==> src/rtl/mac_mul_negator_pipe.sv <==
// Two-stage sign-magnitude front end for the MAC multiplier array: groups lanes into
// 1..NUM_LANES-lane words, converts signed words to magnitudes and emits product-sign flags.
module mac_mul_negator_pipe #(
    parameter  int NUM_LANES  = 4,
    parameter  int LANE_WIDTH = 8,
    localparam int LOG2_LANES = $clog2(NUM_LANES),
    localparam int MODE_W     = $clog2(LOG2_LANES + 1),
    localparam int DW         = NUM_LANES * LANE_WIDTH
) (
    input  logic                 clk,
    input  logic                 rst_n,
    input  logic                 flush,
    input  logic                 in_valid,
    output logic                 in_ready,
    input  logic [MODE_W-1:0]    mode_in,
    input  logic                 signed_in,
    input  logic [DW-1:0]        a_in,
    input  logic [DW-1:0]        b_in,
    output logic                 out_valid,
    input  logic                 out_ready,
    output logic [DW-1:0]        a_out,
    output logic [DW-1:0]        b_out,
    output logic [NUM_LANES-1:0] c_neg,
    output logic [MODE_W-1:0]    mode_out
);

    localparam logic [MODE_W-1:0] MAX_MODE = MODE_W'(LOG2_LANES);

    logic                 r_s1_valid;
    logic [DW-1:0]        r_s1_a;
    logic [DW-1:0]        r_s1_b;
    logic [MODE_W-1:0]    r_s1_mode;
    logic                 r_s1_signed;
    logic [NUM_LANES-1:0] r_s1_zeroA;
    logic [NUM_LANES-1:0] r_s1_zeroB;
    logic [NUM_LANES-1:0] r_s1_signA;
    logic [NUM_LANES-1:0] r_s1_signB;

    logic                 r_s2_valid;
    logic [DW-1:0]        r_s2_a;
    logic [DW-1:0]        r_s2_b;
    logic [NUM_LANES-1:0] r_s2_cneg;
    logic [MODE_W-1:0]    r_s2_mode;

    logic                 w_s1Load;
    logic                 w_s2Load;
    logic                 w_accept;
    logic [MODE_W-1:0]    w_modeNorm;
    logic [NUM_LANES-1:0] w_zeroA;
    logic [NUM_LANES-1:0] w_zeroB;
    logic [NUM_LANES-1:0] w_signA;
    logic [NUM_LANES-1:0] w_signB;
    logic [NUM_LANES-1:0] w_firstLane;
    logic [NUM_LANES-1:0] w_negA;
    logic [NUM_LANES-1:0] w_negB;
    logic [DW-1:0]        w_magA;
    logic [DW-1:0]        w_magB;
    logic [NUM_LANES-1:0] w_cneg;

    // The borrow restarts at each group's lowest lane and ripples only through all-zero lanes.
    function automatic logic [DW-1:0] toMagnitude(
        input logic [DW-1:0]        data,
        input logic [NUM_LANES-1:0] zero,
        input logic [NUM_LANES-1:0] neg,
        input logic [NUM_LANES-1:0] first
    );
        logic                  chain;
        logic                  cin;
        logic [LANE_WIDTH-1:0] lane;
        toMagnitude = data;
        chain       = 1'b0;
        for (int i = 0; i < NUM_LANES; i++) begin
            cin   = first[i] | chain;
            chain = cin & zero[i];
            lane  = data[i*LANE_WIDTH +: LANE_WIDTH];
            if (neg[i]) begin
                toMagnitude[i*LANE_WIDTH +: LANE_WIDTH] = ~lane + {{(LANE_WIDTH-1){1'b0}}, cin};
            end
        end
    endfunction

    assign w_s2Load   = ~r_s2_valid | out_ready;
    assign w_s1Load   = ~r_s1_valid | w_s2Load;
    assign in_ready   = w_s1Load & ~flush;
    assign w_accept   = in_valid & in_ready;
    assign w_modeNorm = (mode_in > MAX_MODE) ? '0 : mode_in;

    always_comb begin
        w_zeroA = '0;
        w_zeroB = '0;
        w_signA = '0;
        w_signB = '0;
        for (int i = 0; i < NUM_LANES; i++) begin
            w_zeroA[i] = (a_in[i*LANE_WIDTH +: LANE_WIDTH] == '0);
            w_zeroB[i] = (b_in[i*LANE_WIDTH +: LANE_WIDTH] == '0);
            for (int m = 0; m <= LOG2_LANES; m++) begin
                if (w_modeNorm == MODE_W'(m)) begin
                    w_signA[i] = a_in[(i | ((1 << m) - 1)) * LANE_WIDTH + LANE_WIDTH - 1];
                    w_signB[i] = b_in[(i | ((1 << m) - 1)) * LANE_WIDTH + LANE_WIDTH - 1];
                end
            end
        end
    end

    always_comb begin
        w_firstLane = '0;
        for (int i = 0; i < NUM_LANES; i++) begin
            for (int m = 0; m <= LOG2_LANES; m++) begin
                if (r_s1_mode == MODE_W'(m)) begin
                    w_firstLane[i] = ((i & ((1 << m) - 1)) == 0);
                end
            end
        end
    end

    assign w_negA = r_s1_signA & {NUM_LANES{r_s1_signed}};
    assign w_negB = r_s1_signB & {NUM_LANES{r_s1_signed}};
    assign w_magA = toMagnitude(r_s1_a, r_s1_zeroA, w_negA, w_firstLane);
    assign w_magB = toMagnitude(r_s1_b, r_s1_zeroB, w_negB, w_firstLane);
    assign w_cneg = r_s1_signed ? (r_s1_signA ^ r_s1_signB) : '0;

    always_ff @(posedge clk or negedge rst_n) begin
        if (!rst_n) begin
            r_s1_valid  <= 1'b0;
            r_s1_a      <= '0;
            r_s1_b      <= '0;
            r_s1_mode   <= '0;
            r_s1_signed <= 1'b0;
            r_s1_zeroA  <= '0;
            r_s1_zeroB  <= '0;
            r_s1_signA  <= '0;
            r_s1_signB  <= '0;
        end else if (flush) begin
            r_s1_valid <= 1'b0;
        end else if (w_s1Load) begin
            r_s1_valid <= in_valid;
            if (w_accept) begin
                r_s1_a      <= a_in;
                r_s1_b      <= b_in;
                r_s1_mode   <= w_modeNorm;
                r_s1_signed <= signed_in;
                r_s1_zeroA  <= w_zeroA;
                r_s1_zeroB  <= w_zeroB;
                r_s1_signA  <= w_signA;
                r_s1_signB  <= w_signB;
            end
        end
    end

    always_ff @(posedge clk or negedge rst_n) begin
        if (!rst_n) begin
            r_s2_valid <= 1'b0;
            r_s2_a     <= '0;
            r_s2_b     <= '0;
            r_s2_cneg  <= '0;
            r_s2_mode  <= '0;
        end else if (flush) begin
            r_s2_valid <= 1'b0;
        end else if (w_s2Load) begin
            r_s2_valid <= r_s1_valid;
            if (r_s1_valid) begin
                r_s2_a    <= w_magA;
                r_s2_b    <= w_magB;
                r_s2_cneg <= w_cneg;
                r_s2_mode <= r_s1_mode;
            end
        end
    end

    assign out_valid = r_s2_valid;
    assign a_out     = r_s2_a;
    assign b_out     = r_s2_b;
    assign c_neg     = r_s2_cneg;
    assign mode_out  = r_s2_mode;

endmodule

==> config.mk <==
export PLATFORM = sky130hd
export DESIGN_NAME = mac_mul_negator_pipe
export DESIGN_NICKNAME = d
export VERILOG_FILES = /design/src/rtl/mac_mul_negator_pipe.sv
export SDC_FILE = /design/constraint.sdc
export NUM_CORES = 1
export LEC_CHECK = 0
export CAP_MARGIN = 0
export CORE_ASPECT_RATIO = 0.9
export CORE_MARGIN = 5
export CORE_UTILIZATION = 50
export CTS_CLUSTER_DIAMETER = 30
export CTS_CLUSTER_SIZE = 30
export DETAILED_ROUTE_END_ITERATION = 7
export PLACE_DENSITY = 0.83
export SLEW_MARGIN = 20
export SYNTH_ARGS = -nofsm -noshare
export SYNTH_HDL_FRONTEND = slang
export SYNTH_SLANG_ARGS = --single-unit
==> constraint.sdc <==
create_clock -name clk -period 2 [get_ports clk]
set_input_delay 0.4 -clock clk [delete_from_list [all_inputs] [get_ports clk]]
set_output_delay 0.4 -clock clk [all_outputs]
set_load 0.01 [all_outputs]
# Word level (Yosys, flattened, before mapping)
# Index checks and enable logic that the tools add are counted.
[totals]
in_bits = 72
n_memories = 0
rom_bits = 0
latchBits = 0
ff_bits = 153
ram_bits = 0
elab_cells = 113
[classes]
multipliers = 0
n_lt_le_gt_ge = 1
bitwise_logic = 30
n_mux = 44
shifts = 0
eq_ne = 4
n_div = 0
n_reduce_logical = 12
add_sub_neg = 8
[ops]
columns = ["op", "count"]
rows = [
  ["8-bit by 1-bit adder with 8-bit output", 8],
  ["8-bit 2-to-1 mux", 8],
  ["8-bit inverter", 8],
  ["8-bit zero test", 6],
  ["1-bit 2-to-1 mux", 34],
  ["1-bit AND", 8],
  ["4-bit AND", 2],
  ["1-bit OR", 8],
  ["3-bit AND reduction", 2],
  ["2-bit by 1-bit equality test with 1-bit output, second input constant", 2],
  ["2-bit equality test, second input constant", 2],
  ["2-bit zero test", 2],
  ["4-bit 2-to-1 mux", 1],
  ["2-bit nonzero test", 2],
  ["4-bit bitwise XOR", 1],
  ["1-bit inverter", 3],
  ["2-bit > comparator, second input constant", 1],
  ["2-bit 2-to-1 mux", 1],
]

# Longest topological paths before layout
# Gate-level depths: netlist of run 1.
[depth]
depth_word = 12
depth_mapped = 8
ltp_nobuf = 8

# Worst setup path before layout of run 1
# No wires, ideal clock.
[synth_path]
path_kind = "reg-to-reg"
from = "register r_s1_mode[0]"
to = "register r_s2_b[29] (netlist: b_out[29])"
setup_ns = 0.124
t_required_ns = 1.876
t_arrival_ns = 1.648
stages_incl_launch_ff = 9
path_slack_ns = 0.229
path_cell_list = "dfrtp_1 > inv_1 > a31o_2 > o21a_1 > ha_1 > nor4b_1 > a21oi_1 > xnor2_1 > o21ai_1"
[synth_between]
elab_chain_cells = 12
elab_cells_between_ends = 17
cone_classes = "add/sub: 1; eq/ne: 2; mux: 7; bitwise: 6; reduce/logical: 1"
[synth_lines]
columns = ["element", "line_no", "source"]
rows = [
  ["start: declaration", "32", "logic [MODE_W-1:0] r_s1_mode;"],
  ["start signal: assignment", "140", "r_s1_mode <= w_modeNorm;"],
  ["2-bit zero test", "109", "if (r_s1_mode == MODE_W'(m)) begin"],
  ["1-bit 2-to-1 mux (3 in a row)", "109", ""],
  ["1-bit AND", "74", "chain = cin & zero[i];"],
  ["1-bit OR", "73", "cin = first[i] | chain;"],
  ["1-bit AND", "74", ""],
  ["1-bit OR", "73", ""],
  ["1-bit AND", "74", ""],
  ["1-bit OR *", "73", ""],
  ["8-bit by 1-bit adder with 8-bit output *", "77", "toMagnitude[i*LANE_WIDTH +: LANE_WIDTH] = ~lane + {{(LANE_WIDTH-1){1'b0}}, cin};"],
  ["8-bit 2-to-1 mux *", "76", "if (neg[i]) begin"],
  ["end signal: assignment", "163", "r_s2_b <= w_magB;"],
  ["end: declaration", "41", "logic [DW-1:0] r_s2_b;"],
]
# Mark *: on every way between the ends. The rest lies on a longest branch, timed or not.
# A chain may end at the register's enable or synchronous reset.

# Worst setup path after layout of run 1
[layout_path]
from = "register r_s1_mode[1]"
to = "register r_s2_a[14] (netlist: a_out[14])"
[layout_between]
elab_chain_cells = 8
elab_cells_between_ends = 12
cone_classes = "add/sub: 1; eq/ne: 2; mux: 6; bitwise: 2; reduce/logical: 1"
[layout_lines]
columns = ["element", "line_no", "source"]
rows = [
  ["2-bit zero test", "109", ""],
  ["1-bit 2-to-1 mux (3 in a row)", "109", ""],
  ["1-bit AND", "74", ""],
  ["1-bit OR *", "73", ""],
  ["8-bit by 1-bit adder with 8-bit output *", "77", ""],
  ["8-bit 2-to-1 mux *", "76", ""],
  ["end signal: assignment", "162", "r_s2_a <= w_magA;"],
  ["end: declaration", "40", "logic [DW-1:0] r_s2_a;"],
]
# Marks and branches as above.

==> results of run 1 <==
==> path summary, 6_finish.rpt <==
kind | start | endpoint | slack [ps] | depth (start not counted)
worst min register to register | c_neg[1]$_DFFE_PN0P_ | c_neg[1]$_DFFE_PN0P_ | 460 | 2
worst max register to register | r_s1_mode[1]$_DFFE_PN0P_ | a_out[14]$_DFFE_PN0P_ | 100 | 7
max in group asynchronous | rst_n | a_out[6]$_DFFE_PN0P_ | 950 | 3
min in group clk | c_neg[1]$_DFFE_PN0P_ | c_neg[1]$_DFFE_PN0P_ | 460 | 2
worst min-delay path | rst_n | a_out[19]$_DFFE_PN0P_ | 430 | 2
worst max-delay path | r_s1_mode[1]$_DFFE_PN0P_ | a_out[14]$_DFFE_PN0P_ | 100 | 7
==> registers in the layout, summed over array words and instances, names as in the netlist <==
name         count
r_s1_signA       4
r_s1_b          32
r_s1_signed      1
b_out           32
r_s1_signB       4
mode_out         2
r_s1_valid       1
r_s1_a          32
c_neg            4
out_valid        1
r_s1_zeroB       3
r_s1_zeroA       3
a_out           32
r_s1_mode        2
==> area by class of cell <==
class	instances	area, um2	share of cell area, %
clock buffer	23	488	5.02
clock inverter	8	118	1.21
inverter	24	90.1	0.927
multi-input combinational	474	3220	33.1
sequential	153	3830	39.4
tap	193	241	2.49
timing repair buffer	166	1730	17.8
==> kinds of logic after synthesis <==
group / after synthesis / synth area share (%)
XOR/XNOR: 54 / 6.51
AND/OR/NAND/NOR: 188 / 11.4
AO/OA/AOI/OAI: 131 / 9.78
flip-flops: 153 / 52.7
multiplexers: 81 / 12.3
adder cells (fa/ha/maj): 20 / 3.37
buffers and inverters: 52 / 3.92
==> cells in the mapped netlist <==
| master | count |
|---|---|
| buf_6 | 9 |
| o21ai_1 | 34 |
| a41oi_1 | 1 |
| nand3_1 | 4 |
| nor2_1 | 45 |
| or3b_1 | 1 |
| o21a_1 | 2 |
| nor4b_1 | 1 |
| o21ai_0 | 44 |
| mux2i_1 | 14 |
| a21oi_1 | 25 |
| nor3b_1 | 8 |
| dfrtp_1 | 153 |
| nand3b_2 | 1 |
| maj3_1 | 2 |
| a22oi_1 | 2 |
| nor2b_1 | 3 |
| ha_1 | 18 |
| a31o_2 | 2 |
| clkbuf_1 | 3 |
| xnor2_1 | 50 |
| clkbuf_2 | 5 |
| nor4_1 | 14 |
| a31oi_1 | 17 |
| nand3b_1 | 3 |
| xor2_1 | 4 |
| inv_1 | 24 |
| nor3_1 | 2 |
| nand2_2 | 3 |
| nand2_1 | 102 |
| buf_2 | 10 |
| o31ai_1 | 2 |
| o21ai_2 | 2 |
| nor2b_4 | 1 |
| mux2_2 | 67 |
| buf_4 | 1 |
==> stage by stage <==
step                      cell area [um2]  setup TNS, ps  worst slack, ps  total power (uW)  hold WS [ps]
after CTS                            9660              0            0.302             10300           416
after global placement               9040          -43.2            -43.2              6810           298
after floorplan                      7270              0              229              5510           104
after detailed placement             9040          -70.3            -65.0              6920           303
after global routing                 9720          -1.37            -1.37             10700           441
final                                9720              0             98.1             10200           431
==> routing by layer <==
| metal | global-route usage (%) | routed length [um] | up-vias |
|---|---|---|---|
| met5 | 0 | 0 | - |
| met4 | 6.22 | 225 | 0 |
| met3 | 6.10 | 1100 | 23 |
| met2 | 31.8 | 7770 | 144 |
| met1 | 27.0 | 7460 | 2606 |
| li1 | - | - | 2650 |
==> power breakdown <==
part	total, uW	internal (uW)	switching, uW
sequential	4190	3710	476
combinational	2700	1520	1170
clock	3290	2080	1210
==> repair_timing <==
item	4_1_cts	5_1_grt
hold endpoints to repair	25	0
pin swaps	0	1
resized for setup	3	12
setup buffers	0	1
setup endpoints to repair	4	14
hold buffers	1	0
==> results.yml, run 1 <==
finish:
  layout_common_cells: "dfrtp_1 (153), clkdlybuf4s50_1 (141), nand2_1 (102)"
  nNetsFinal: 926
  drive_above_1_share_pct: 16.6
  num_antenna_cells: 0
  final_common_cell: "dfrtp_1"
  fill_cells: 1104
  fin_cells: 1041
  fin_util_pct: 68.6
  area_delta_synth_final_pct: 33.7
sta:
  min_period_over_period_pct: 95.1
  finalHoldViolCount: 0
  fmax_mhz: 526
  setup-violations-final: 0
  fin_skew_ps: 8.61
  fin_crit_ps: 1900
  tightestPinTransition_ps: 429
  slew_violations: 0
  slew_headroom_pct: 71.1
worst_setup_path:
  end_kind: "flop"
  worstSetupStartpointType: "flop"
  crit_top_cell: "ha_1"
  crit_family: "adder cells"
  timing.critical_path.buf_inv: 1
  critPathMaxStageDelay_ps: 410
  worstPathMaxFanout: 5
  path_cells: "inv_2 -> maj3_1 -> ha_1 -> ha_1 -> a21oi_2 -> xnor2_1 -> o21ai_1"
  arrival_ps: 2200
  crit_type: "reg2reg"
  worstPathRequired_ps: 2300
  crit_slowest_cell: "dfrtp_1"
detailed_routing:
  vias: 5423
  wl_per_cell_um: 15.9
  antenna_left: 0
  routed_wl_um: 16500
  viasPerCell: 5.21
  first_iter_violations: 304
  remaining_drc_errors: 0
  dr.pass1.iters: 4
synth:
  netlist_instances: 679
  yosys_warnings: 0
  syn-num-nets: 769
  synth.largest_area_cell: "dfrtp_1"
  synth_seq_cells: 153
  syn_area_um2: 7270
  synth_cell_types: 36
  synth_area_leaders: "dfrtp_1 (53%), mux2_2 (10%), xnor2_1 (6.0%)"
  yosysTopAreaCellShare_pct: 52.7
  ys_seq_area_share_pct: 52.7
  syn_area_per_cell_um2: 10.7
grt:
  grt_pass1_vias: 5728
  grt_max_degree: 53
  grt_usage_pct: 20.3
  grt_pass1_wl_um: 27700
  grt-ovfl-total: 0
  grt_antenna_before_repair: 0
floorplanning:
  ioPinCount: 144
  die_w_um: 137
  fp.coreArea_um2: 14200
  start_util_pct: 51.3
  num_rows: 41
  die-area_um2: 17100
  die_h_um: 124
outcome:
  status: "finished, final reports clean"
clock_tree:
  cts_buffers: 17
  htree_levels: 4
  clk_pin_slew_worst_paths_ps: 60
  clk_latency_ps: 420
  cts_tree: "built"
  root_buffer: "clkbuf_16"
  clock-sinks: 153
  cts_max_path_buffers: 2
placement:
  hpwl_um: 12100
  portBuffers: 143
  place_congestion: 0.805
  dp_cells: 1008
flow_run:
  maxCapViolations: 0
min_path:
  hold_path_class: "in2async"
power_and_ir_drop:
  vdd_ir_drop_max_v: 0.000673
  power.density_nw_per_um2: 1050
  p_leak_uw: 0.00428
Note: power is estimated with default switching activity, not from simulation.
==> run 2: changes to the inputs <==
--- a/config.mk
+++ b/config.mk
@@ -12,6 +12,8 @@
 export CTS_CLUSTER_DIAMETER = 30
 export CTS_CLUSTER_SIZE = 30
 export DETAILED_ROUTE_END_ITERATION = 7
+export GPL_ROUTABILITY_DRIVEN = 0
+export HOLD_SLACK_MARGIN = 0.02
 export PLACE_DENSITY = 0.83
 export SLEW_MARGIN = 20
 export SYNTH_ARGS = -nofsm -noshare
==> results of run 2 <==
No change in the layout: final DEF, timing and power equal those of run 1.
